File: src/rtl/tdm_demux_4ch.sv
// Four-slot TDM demultiplexer: frame_sync marks slot 0, and each valid word lands in its channel register.
// Outputs are registered one cycle after the word; there is no stall, so a word is accepted on every valid cycle.
module tdm_demux_4ch #(
  parameter int WIDTH = 8
) (
  input  logic             clk,
  input  logic             rst,
  input  logic [WIDTH-1:0] din,
  input  logic             din_valid,
  input  logic             frame_sync,
  output logic [WIDTH-1:0] ch0,
  output logic [WIDTH-1:0] ch1,
  output logic [WIDTH-1:0] ch2,
  output logic [WIDTH-1:0] ch3,
  output logic [3:0]       ch_valid,
  output logic             frame_done,
  output logic             locked,
  output logic             sync_err
);

  typedef enum logic {HUNT = 1'b0, LOCKED = 1'b1} state_t;

  state_t     state;
  logic [1:0] slot;

  always_ff @(posedge clk) begin
    if (rst) begin
      state      <= HUNT;
      slot       <= 2'd0;
      ch0        <= '0;
      ch1        <= '0;
      ch2        <= '0;
      ch3        <= '0;
      ch_valid   <= 4'b0000;
      frame_done <= 1'b0;
      locked     <= 1'b0;
      sync_err   <= 1'b0;
    end else begin
      ch_valid   <= 4'b0000;
      frame_done <= 1'b0;
      sync_err   <= 1'b0;
      if (din_valid) begin
        case (state)
          HUNT: begin
            if (frame_sync) begin
              ch0      <= din;
              ch_valid <= 4'b0001;
              slot     <= 2'd1;
              state    <= LOCKED;
              locked   <= 1'b1;
            end
          end
          LOCKED: begin
            if (frame_sync) begin
              // A sync on slot 0 is expected; on any other slot it is an early resync.
              sync_err <= (slot != 2'd0);
              ch0      <= din;
              ch_valid <= 4'b0001;
              slot     <= 2'd1;
            end else if (slot == 2'd0) begin
              sync_err <= 1'b1;
              state    <= HUNT;
              locked   <= 1'b0;
            end else begin
              case (slot)
                2'd1:    ch1 <= din;
                2'd2:    ch2 <= din;
                default: ch3 <= din;
              endcase
              ch_valid   <= 4'b0001 << slot;
              frame_done <= (slot == 2'd3);
              slot       <= slot + 2'd1;
            end
          end
          default: begin
            state  <= HUNT;
            locked <= 1'b0;
          end
        endcase
      end
    end
  end

endmodule

File: config.mk
export PLATFORM = sky130hd
export DESIGN_NAME = tdm_demux_4ch
export DESIGN_NICKNAME = d
export VERILOG_FILES = /design/src/rtl/tdm_demux_4ch.sv
export SDC_FILE = /design/constraint.sdc
export NUM_CORES = 1
export LEC_CHECK = 0
export CAP_MARGIN = 25
export CELL_PAD_IN_SITES_DETAIL_PLACEMENT = 0
export CELL_PAD_IN_SITES_GLOBAL_PLACEMENT = 1
export CORE_UTILIZATION = 33
export CTS_CLUSTER_DIAMETER = 80
export DETAILED_ROUTE_END_ITERATION = 6
export GPL_TIMING_DRIVEN = 0
export PLACE_DENSITY = 0.89
export SETUP_SLACK_MARGIN = 0.4
export SKIP_LAST_GASP = 1
export SLEW_MARGIN = 25
export SYNTH_ARGS = -nofsm -noshare
export SYNTH_HDL_FRONTEND = slang
export SYNTH_SLANG_ARGS = --single-unit
File: constraint.sdc
create_clock -name clk -period 1.9 [get_ports clk]
set_clock_uncertainty 0.15 [all_clocks]
set_input_delay 0.19 -clock clk [delete_from_list [all_inputs] [get_ports clk]]
set_output_delay 0.19 -clock clk [all_outputs]
set_load 0.02 [all_outputs]
==> After elaboration in Yosys (flattened, before gate mapping) <==
Index checks and enable logic that the tools add are counted.
{ "totals": {"ff_bits": 42, "input_bits": 12, "output_inout_bits": 39, "word_cells": 55} }
{ "classes": {"addsub": 1, "n_eq_ne": 7, "n_shift": 1, "mux": 19, "bitwise": 5, "reduce_logical": 12} }
{ "ops": {"columns": ["op", "n"], "rows": [
  ["5-bit AND reduction", 3],
  ["1-bit 2-to-1 mux", 9],
  ["4-bit 2-to-1 mux", 2],
  ["8-bit 2-to-1 mux", 1],
  ["4-bit one-hot mux with 2 select lines", 1],
  ["2-bit 2-to-1 mux", 3],
  ["1-bit inverter", 5],
  ["5-bit OR reduction", 1],
  ["2-bit == test (second input constant)", 2],
  ["2-bit inequality test (second input constant)", 2],
  ["1-bit one-hot mux with 2 select lines", 2],
  ["2-bit one-hot mux with 2 select lines", 1],
  ["4-bit AND reduction", 1],
  ["2-bit OR reduction", 2],
  ["1-bit by 2-bit left shift with 4-bit output (first input constant)", 1],
  ["3-bit inequality test (second input constant)", 1],
  ["3-bit AND reduction", 1],
  ["3-bit OR reduction", 1],
  ["2-bit by 1-bit adder with 2-bit output (second input constant)", 1],
  ["2-bit by 1-bit == test with 1-bit output (second input constant)", 1],
  ["2-bit logical NOT", 1],
  ["2-bit by 1-bit inequality test with 1-bit output (second input constant)", 1],
  ["2-bit AND reduction", 1],
  ["2-bit nonzero test", 1]
]} }

==> Logic depth before layout (Yosys ltp) <==
Gate-level depths: netlist of the first run.
{ "logic_depth": {"word_depth": 4, "mapped_depth": 5, "ltp_nobuf": 5} }

==> Worst setup path before layout of the first run <==
Ideal clock, no wire load.
{ "synth_timing": {"path_type": "reg-to-reg", "start": "register slot[0]", "end": "register ch1[0]", "setup_ns": 0.120, "arrival_time_ns": 1.463, "path_slack_ns": 0.168, "path_stages_with_launch": 6, "synth_period_minus_slack_ns": 1.732, "path_cell_list": "dfxtp_1 > inv_1 > ha_1 > or4b_1 > buf_4 > mux2i_1"} }
{ "synth_between": {"elab_chain_len": 3} }
{ "synth_lines": {"columns": ["element", "line_no", "source"], "rows": [
  ["start: declaration", "24", "logic [1:0] slot;"],
  ["start signal: assignment", "72", "slot <= slot + 2'd1;"],
  ["2-bit logical NOT", "60", "end else if (slot == 2'd0) begin"],
  ["1-bit inverter (no source line)", null, null],
  ["5-bit AND reduction (no source line) (*)", null, null],
  ["end signal: assignment", "66", "2'd1: ch1 <= din;"],
  ["end: declaration", "12", "output logic [WIDTH-1:0] ch1,"]
]} }
Mark *: on every way between the ends. The rest lies on a longest branch, timed or not.
A chain may end at the register's enable or synchronous reset.

==> Worst setup path in the final report of the first run <==
{ "layout_timing": {"start": "register slot[0]", "end": "register ch1[5]"} }
Same word-level chain as after synthesis.

==> results of run 1 <==
## power by group through the flow
stage | Clock [W] | Combinational [W] | Sequential, W
floorplan | 0 | 0.0000586 | 0.000914
global placement | 0 | 0.000138 | 0.000903
detailed placement | 0 | 0.000139 | 0.000903
CTS | 0.000740 | 0.000140 | 0.000880
global route | 0.000778 | 0.000160 | 0.000883
finish | 0.000732 | 0.000147 | 0.000881
## worst max-delay path, delay by kind of cell (launching register included)
kind	cells	cell delay [ns]
adders and majority gates	1	0.16
buffers and inverters	2	0.22
DFF	1	0.36
muxes	1	0.12
and+or+nand+nor	1	0.51
## synth_stat cells
cell type,instances,area (µm²)
nand4b_1,1,8.76
inv_1,2,7.51
nand2_1,60,225
nor4b_1,1,8.76
dfxtp_1,41,821
and4b_1,1,10.0
clkbuf_1,7,26.3
a21o_1,1,7.51
buf_4,3,22.5
a32o_1,1,10.0
mux2i_1,16,160
nand3b_1,1,7.51
a21oi_1,19,95.1
xnor2_1,1,8.76
buf_2,1,5.00
and2_1,4,25.0
o21ai_0,2,10.0
nor4_1,1,6.26
nor2b_1,1,6.26
nor4bb_1,1,10.0
nor3_1,1,5.00
clkinv_1,1,3.75
ha_1,6,75.1
nor2_1,3,11.3
or4b_1,1,10.0
## path summary, 6_finish.rpt
| kind | end | cells past startpoint |
|---|---|---|
| min | state | 4 |
| max | ch1[5] | 5 |
| max reg2reg | ch1[5] | 5 |
| min reg2reg | ch3[3] | 2 |
## layer usage
metal | GRT usage | up-vias | share of wire
li1 | - | 700 | -
met1 | 0.196 | 633 | 0.49
met2 | 0.254 | 37 | 0.45
met4 | 0.0600 | 0 | 0.011
met5 | 0 | - | 0
met3 | 0.0464 | 4 | 0.047
## repair_timing
item / CTS / global route
endpoints found under the hold margin: 0 / 0
endpoints found under the setup margin: 78 / 29
buffers inserted: 4 / 2
gates resized for setup: 46 / 15
pin swaps: 1 / 2
## sequential cells by signal (all words and copies together), names as in the netlist
register  count
sync_err      1
locked        1
ch0           8
ch3           8
ch1           8
ch_valid      4
slot          2
state         1
ch2           8
## kinds of logic (layout without fill, tap and decap cells)
family          after synthesis  in the layout
compound gates               23             23
xor+xnor                      1              1
fa+ha+maj                     6              6
buf+inv                      14             77
flops                        41             41
mux                          16             16
simple gates                 76             76
## layout make-up
class                      instances  area (µm²)  area share
clock buffer                       6        82.6      0.0355
multi-input combinational        122         744       0.320
tap                               52        65.1      0.0279
buffer                            11        71.3      0.0306
inverter                           3        13.8     0.00591
timing repair buffer              55         487       0.209
sequential                        41         827       0.355
clock inverter                     2        37.5      0.0161
## per-stage QoR
step	setup slack [ns]	cell area, µm²	setup TNS [ns]	hold slack, ns
4_1_cts	0.276	2280	0	0.103
5_1_grt	0.243	2330	0	0.139
3_5_place_dp	-0.113	2160	-0.683	0.299
3_3_place_gp	-0.108	2160	-0.491	0.294
6_report	0.276	2330	0	0.106
2_1_floorplan	0.282	1610	0	0.176
==> results.toml, run 1 <==
[grt]
grt_pass1_wl_mm = 6.04
grt_use_total = 0.157
grt_max_degree = 14
globalRouteOverflowTotal = 0
first_global_vias = 1307
grt_antenna_before_repair = 0

[synthesis]
syn_nets = 195
synth_compound_area_frac = 0.0773
synthAdderAreaFrac = 0.0473
syn_inst = 177
synth_top_family_by_area = "simple AND/OR/NAND/NOR gates"
synthSimpleGateAreaFrac = 0.211
ys_seq_elements = 41
syn_area_um2 = 1590
seq_area_frac_synth = 0.517
synth_xor_area_frac = 0.00552
synth_mux_area_frac = 0.101
yosys_warnings = 0
syn-mean-instance-area_um2 = 8.96
yosys.cell_types.count = 25

[run_status]
violations = "design-rule violations"
outcome = "complete, but fails checks"

[worst_setup_path]
cp-end-kind = "flop"
crit_type = "reg2reg"
critPathMaxFanout = 8
worstPathCellList = "inv_2 > ha_4 > or4b_4 > buf_8 > mux2i_1"
rrSetupSlack_ns = 0.28
cp-start-kind = "flop"
r2r_start = "slot[0]"
critPathRequiredTime_ns = 1.94
critPathLaunch = "slot[0]"
critical-path-slowest-cell = "or4b_4"
crit_path_max_incr_delay_ns = 0.51
cp_data_arrival_time_ns = 1.66

[floorplanning]
io_pins = 51
die_w_um = 71.3
core_um2 = 4470
rows = 24
initial_core_util = 0.355
die-area_um2 = 5090
die_h_um = 71.3

[layout]
fin_util = 0.520
drive_gt1_frac = 0.142
num-fill-cells = 429
antenna_cells = 0
fin_nets = 257
syn_to_final_growth_pct = 46.8
layout_common_cells = "60 x nand2_1, 39 x dlygate4sd2_1, 38 x dfxtp_1, 19 x a21oi_1, 16 x mux2i_1"
stdcell_count = 292
layout_commonest_cell = "nand2_1"

[job]
maxCapViolCount = 0

[clock_network]
cts.sinks = 41
worstSkewPairLatency_ns = 0.29
clk_pin_slew_ns = 0.08
cts_buffers = 5
cts-root-buf = "clkbuf_8"
cts_tree = "yes"
clock_path_buffers = 2
cts_hold_buf = 0
cts_htree_levels = 2

[place]
dp_hpwl_mm = 2.70
port_buffers = 49
gp_congestion = 0.758
placed_cells = 278

[sta]
relSlewSlack = 0.672
hold_viol = 0
grt_setup_unrepaired = "yes"
max_freq_mhz = 616
finalSetupViolations = 0
worst_pin_slew_ns = 0.492
fin_crit_ns = 1.62
min_period_over_period = 0.855
drv_slew = 0

[pwr]
clockPowerShare = 0.416
switchingPower_w = 0.000398
leakagePower_nw = 1.10
combPwrFrac = 0.083
p_total_w = 0.00176
p_per_area_nw_per_um2 = 756
internal_power_w = 0.00136
seqPwrFrac = 0.500
switching_share = 0.226
vdd_drop_max_uv = 410

[detailed_routing]
drt_first_iter_violations = 51
postRouteAntennaNets = 0
drc = 3
dr.pass1.iters = 6
vias_per_cell = 4.71
wl_per_cell_um = 13.3
wirelength_mm = 3.88
vias = 1374

[hold_path]
hold_class = "in2reg"
hold_start = "din_valid"
Power figures use the tool's default switching activity.
==> inputs of run 2 (changes only) <==
--- a/config.mk
+++ b/config.mk
@@ -14,6 +14,7 @@
 export GPL_TIMING_DRIVEN = 0
 export PLACE_DENSITY = 0.89
 export SETUP_SLACK_MARGIN = 0.4
+export SKIP_CTS_REPAIR_TIMING = 1
 export SKIP_LAST_GASP = 1
 export SLEW_MARGIN = 25
 export SYNTH_ARGS = -nofsm -noshare
==> results.toml, run 2 (synthesis gave the netlist of run 1 again) <==
[detailed_routing]
drc = 3
postRouteAntennaNets = 0
wirelength_mm = 3.84
wl_per_cell_um = 13.2
dr.pass1.iters = 6
vias = 1379
vias_per_cell = 4.74
drt_first_iter_violations = 61

[grt]
grt_antenna_before_repair = 0
grt_max_degree = 14
globalRouteOverflowTotal = 0
grt_use_total = 0.154
first_global_vias = 1273
grt_pass1_wl_mm = 5.92

[pwr]
clockPowerShare = 0.418
p_per_area_nw_per_um2 = 721
switchingPower_w = 0.000400
combPwrFrac = 0.083
seqPwrFrac = 0.499
vdd_drop_max_uv = 406
leakagePower_nw = 1.62
internal_power_w = 0.00136
switching_share = 0.227

[floorplanning]
die-area_um2 = 5090
core_um2 = 4470
die_w_um = 71.3
rows = 24
die_h_um = 71.3
initial_core_util = 0.355
io_pins = 51

[worst_setup_path]
reg2reg_depth = 5
crit_type = "reg2reg"
cp-end-kind = "flop"
rrSetupSlack_ns = 0.26
critPathRequiredTime_ns = 1.93
r2r_start = "slot[0]"
cp-start-kind = "flop"
reg2reg_to = "ch1[0]"
critPathMaxFanout = 8
cp_data_arrival_time_ns = 1.67

[sta]
drv_slew = 0
fin_crit_ns = 1.64
grt_setup_unrepaired = "yes"
min_period_over_period = 0.864
hold_viol = 0
tns_ns = 0
whs_ns = 0.106
max_freq_mhz = 609
finalSetupViolations = 0
worst_pin_slew_ns = 0.496
relSlewSlack = 0.669

[clock_network]
clk_pin_slew_ns = 0.08
cts-root-buf = "clkbuf_8"
clock_path_buffers = 2
cts_htree_levels = 2
cts_buffers = 5
cts_tree = "yes"
cts.sinks = 41
worstSkewPairLatency_ns = 0.29

[hold_path]
hold_start = "din_valid"
whs_endpoint = "state"
hold_depth = 4
hold_class = "in2reg"

[place]
dp_hpwl_mm = 2.70
port_buffers = 49
gp_congestion = 0.758

[layout]
layout_commonest_cell = "nand2_1"
fin_nets = 256
syn_to_final_growth_pct = 54.3
antenna_cells = 0
layout_common_cells = "60 x nand2_1, 39 x dlymetal6s2s_1, 38 x dfxtp_1, 19 x a21oi_1, 16 x mux2i_1"
drive_gt1_frac = 0.117

[run_status]
outcome = "complete, but fails checks"
violations = "design-rule violations"

[job]
maxCapViolCount = 0
## run 2: cell count changes in the layout (fill, tap and decap cells not counted), sizes merged
cell and delta:
clkbuf +3, dlymetal6s2s +39, clkinv +1, inv -1
buf -4, dlygate4sd2 -39
## run 2: worst max-delay path: stages (launching register included)
cell,delay [ns]
dfxtp_4,0.39
inv_4,0.05
ha_4,0.16
or4b_4,0.51
buf_8,0.16
mux2i_1,0.11
## run 2: worst max-delay path by stage
stage                from      to  slack [ns]  cells after the start
2_1_floorplan     slot[0]  ch1[0]        0.28                      5
3_5_place_dp   frame_sync  locked       -0.11                      6
5_1_grt           slot[0]  ch1[7]        0.23                      5
3_3_place_gp   frame_sync  locked       -0.11                      6
4_1_cts        frame_sync  locked        0.18                      6
6_report          slot[0]  ch1[0]        0.26                      5
## run 2: area by class of cell
| class | count | area [µm²] |
|---|---|---|
| Fill cell | 417 | 2030 |
| Sequential cell | 41 | 830 |
| Multi-Input combinational cell | 122 | 723 |
| Timing Repair Buffer | 54 | 626 |
| Clock buffer | 6 | 82.6 |
| Buffer | 11 | 67.6 |
| Tap cell | 52 | 65.1 |
| Clock inverter | 2 | 37.5 |
| Inverter | 3 | 16.3 |
## run 2: metrics by stage
| stage | util | instances | instance area (µm²) | total power (W) | setup slack (ns) |
|---|---|---|---|---|---|
| after floorplan | - | 177 | 1610 | 0.000973 | 0.282 |
| after global placement | 0.483 | 278 | 2160 | 0.00104 | -0.108 |
| after detailed placement | 0.483 | 278 | 2160 | 0.00104 | -0.113 |
| after CTS | 0.510 | 286 | 2280 | 0.00176 | 0.180 |
| after global routing | 0.547 | 291 | 2450 | 0.00182 | 0.228 |
| final | 0.547 | 291 | 2450 | 0.00176 | 0.259 |
## run 2: layer usage
layer  up-vias  part of all wire  global-route usage
li1        707                 -                   -
met1       625              0.46               0.196
met2        43              0.46               0.244
met3         4             0.064              0.0492
met4         0             0.012              0.0600
met5         -                 0                   0
## run 2: power by group through the flow
stage	Clock, W	Combinational, W	Sequential, W
floorplan	0	0.0000586	0.000914
global placement	0	0.000138	0.000903
detailed placement	0	0.000139	0.000903
CTS	0.000740	0.000140	0.000882
global route	0.000782	0.000159	0.000883
finish	0.000737	0.000147	0.000881
==> inputs of run 3 (changes only) <==
--- a/config.mk
+++ b/config.mk
@@ -5,6 +5,7 @@
 export SDC_FILE = /design/constraint.sdc
 export NUM_CORES = 1
 export LEC_CHECK = 0
+export ABC_CLOCK_PERIOD_IN_PS = 1900
 export CAP_MARGIN = 25
 export CELL_PAD_IN_SITES_DETAIL_PLACEMENT = 0
 export CELL_PAD_IN_SITES_GLOBAL_PLACEMENT = 1
==> results of run 3 <==
Final layout, timing and power as in run 2 (identical DEF).
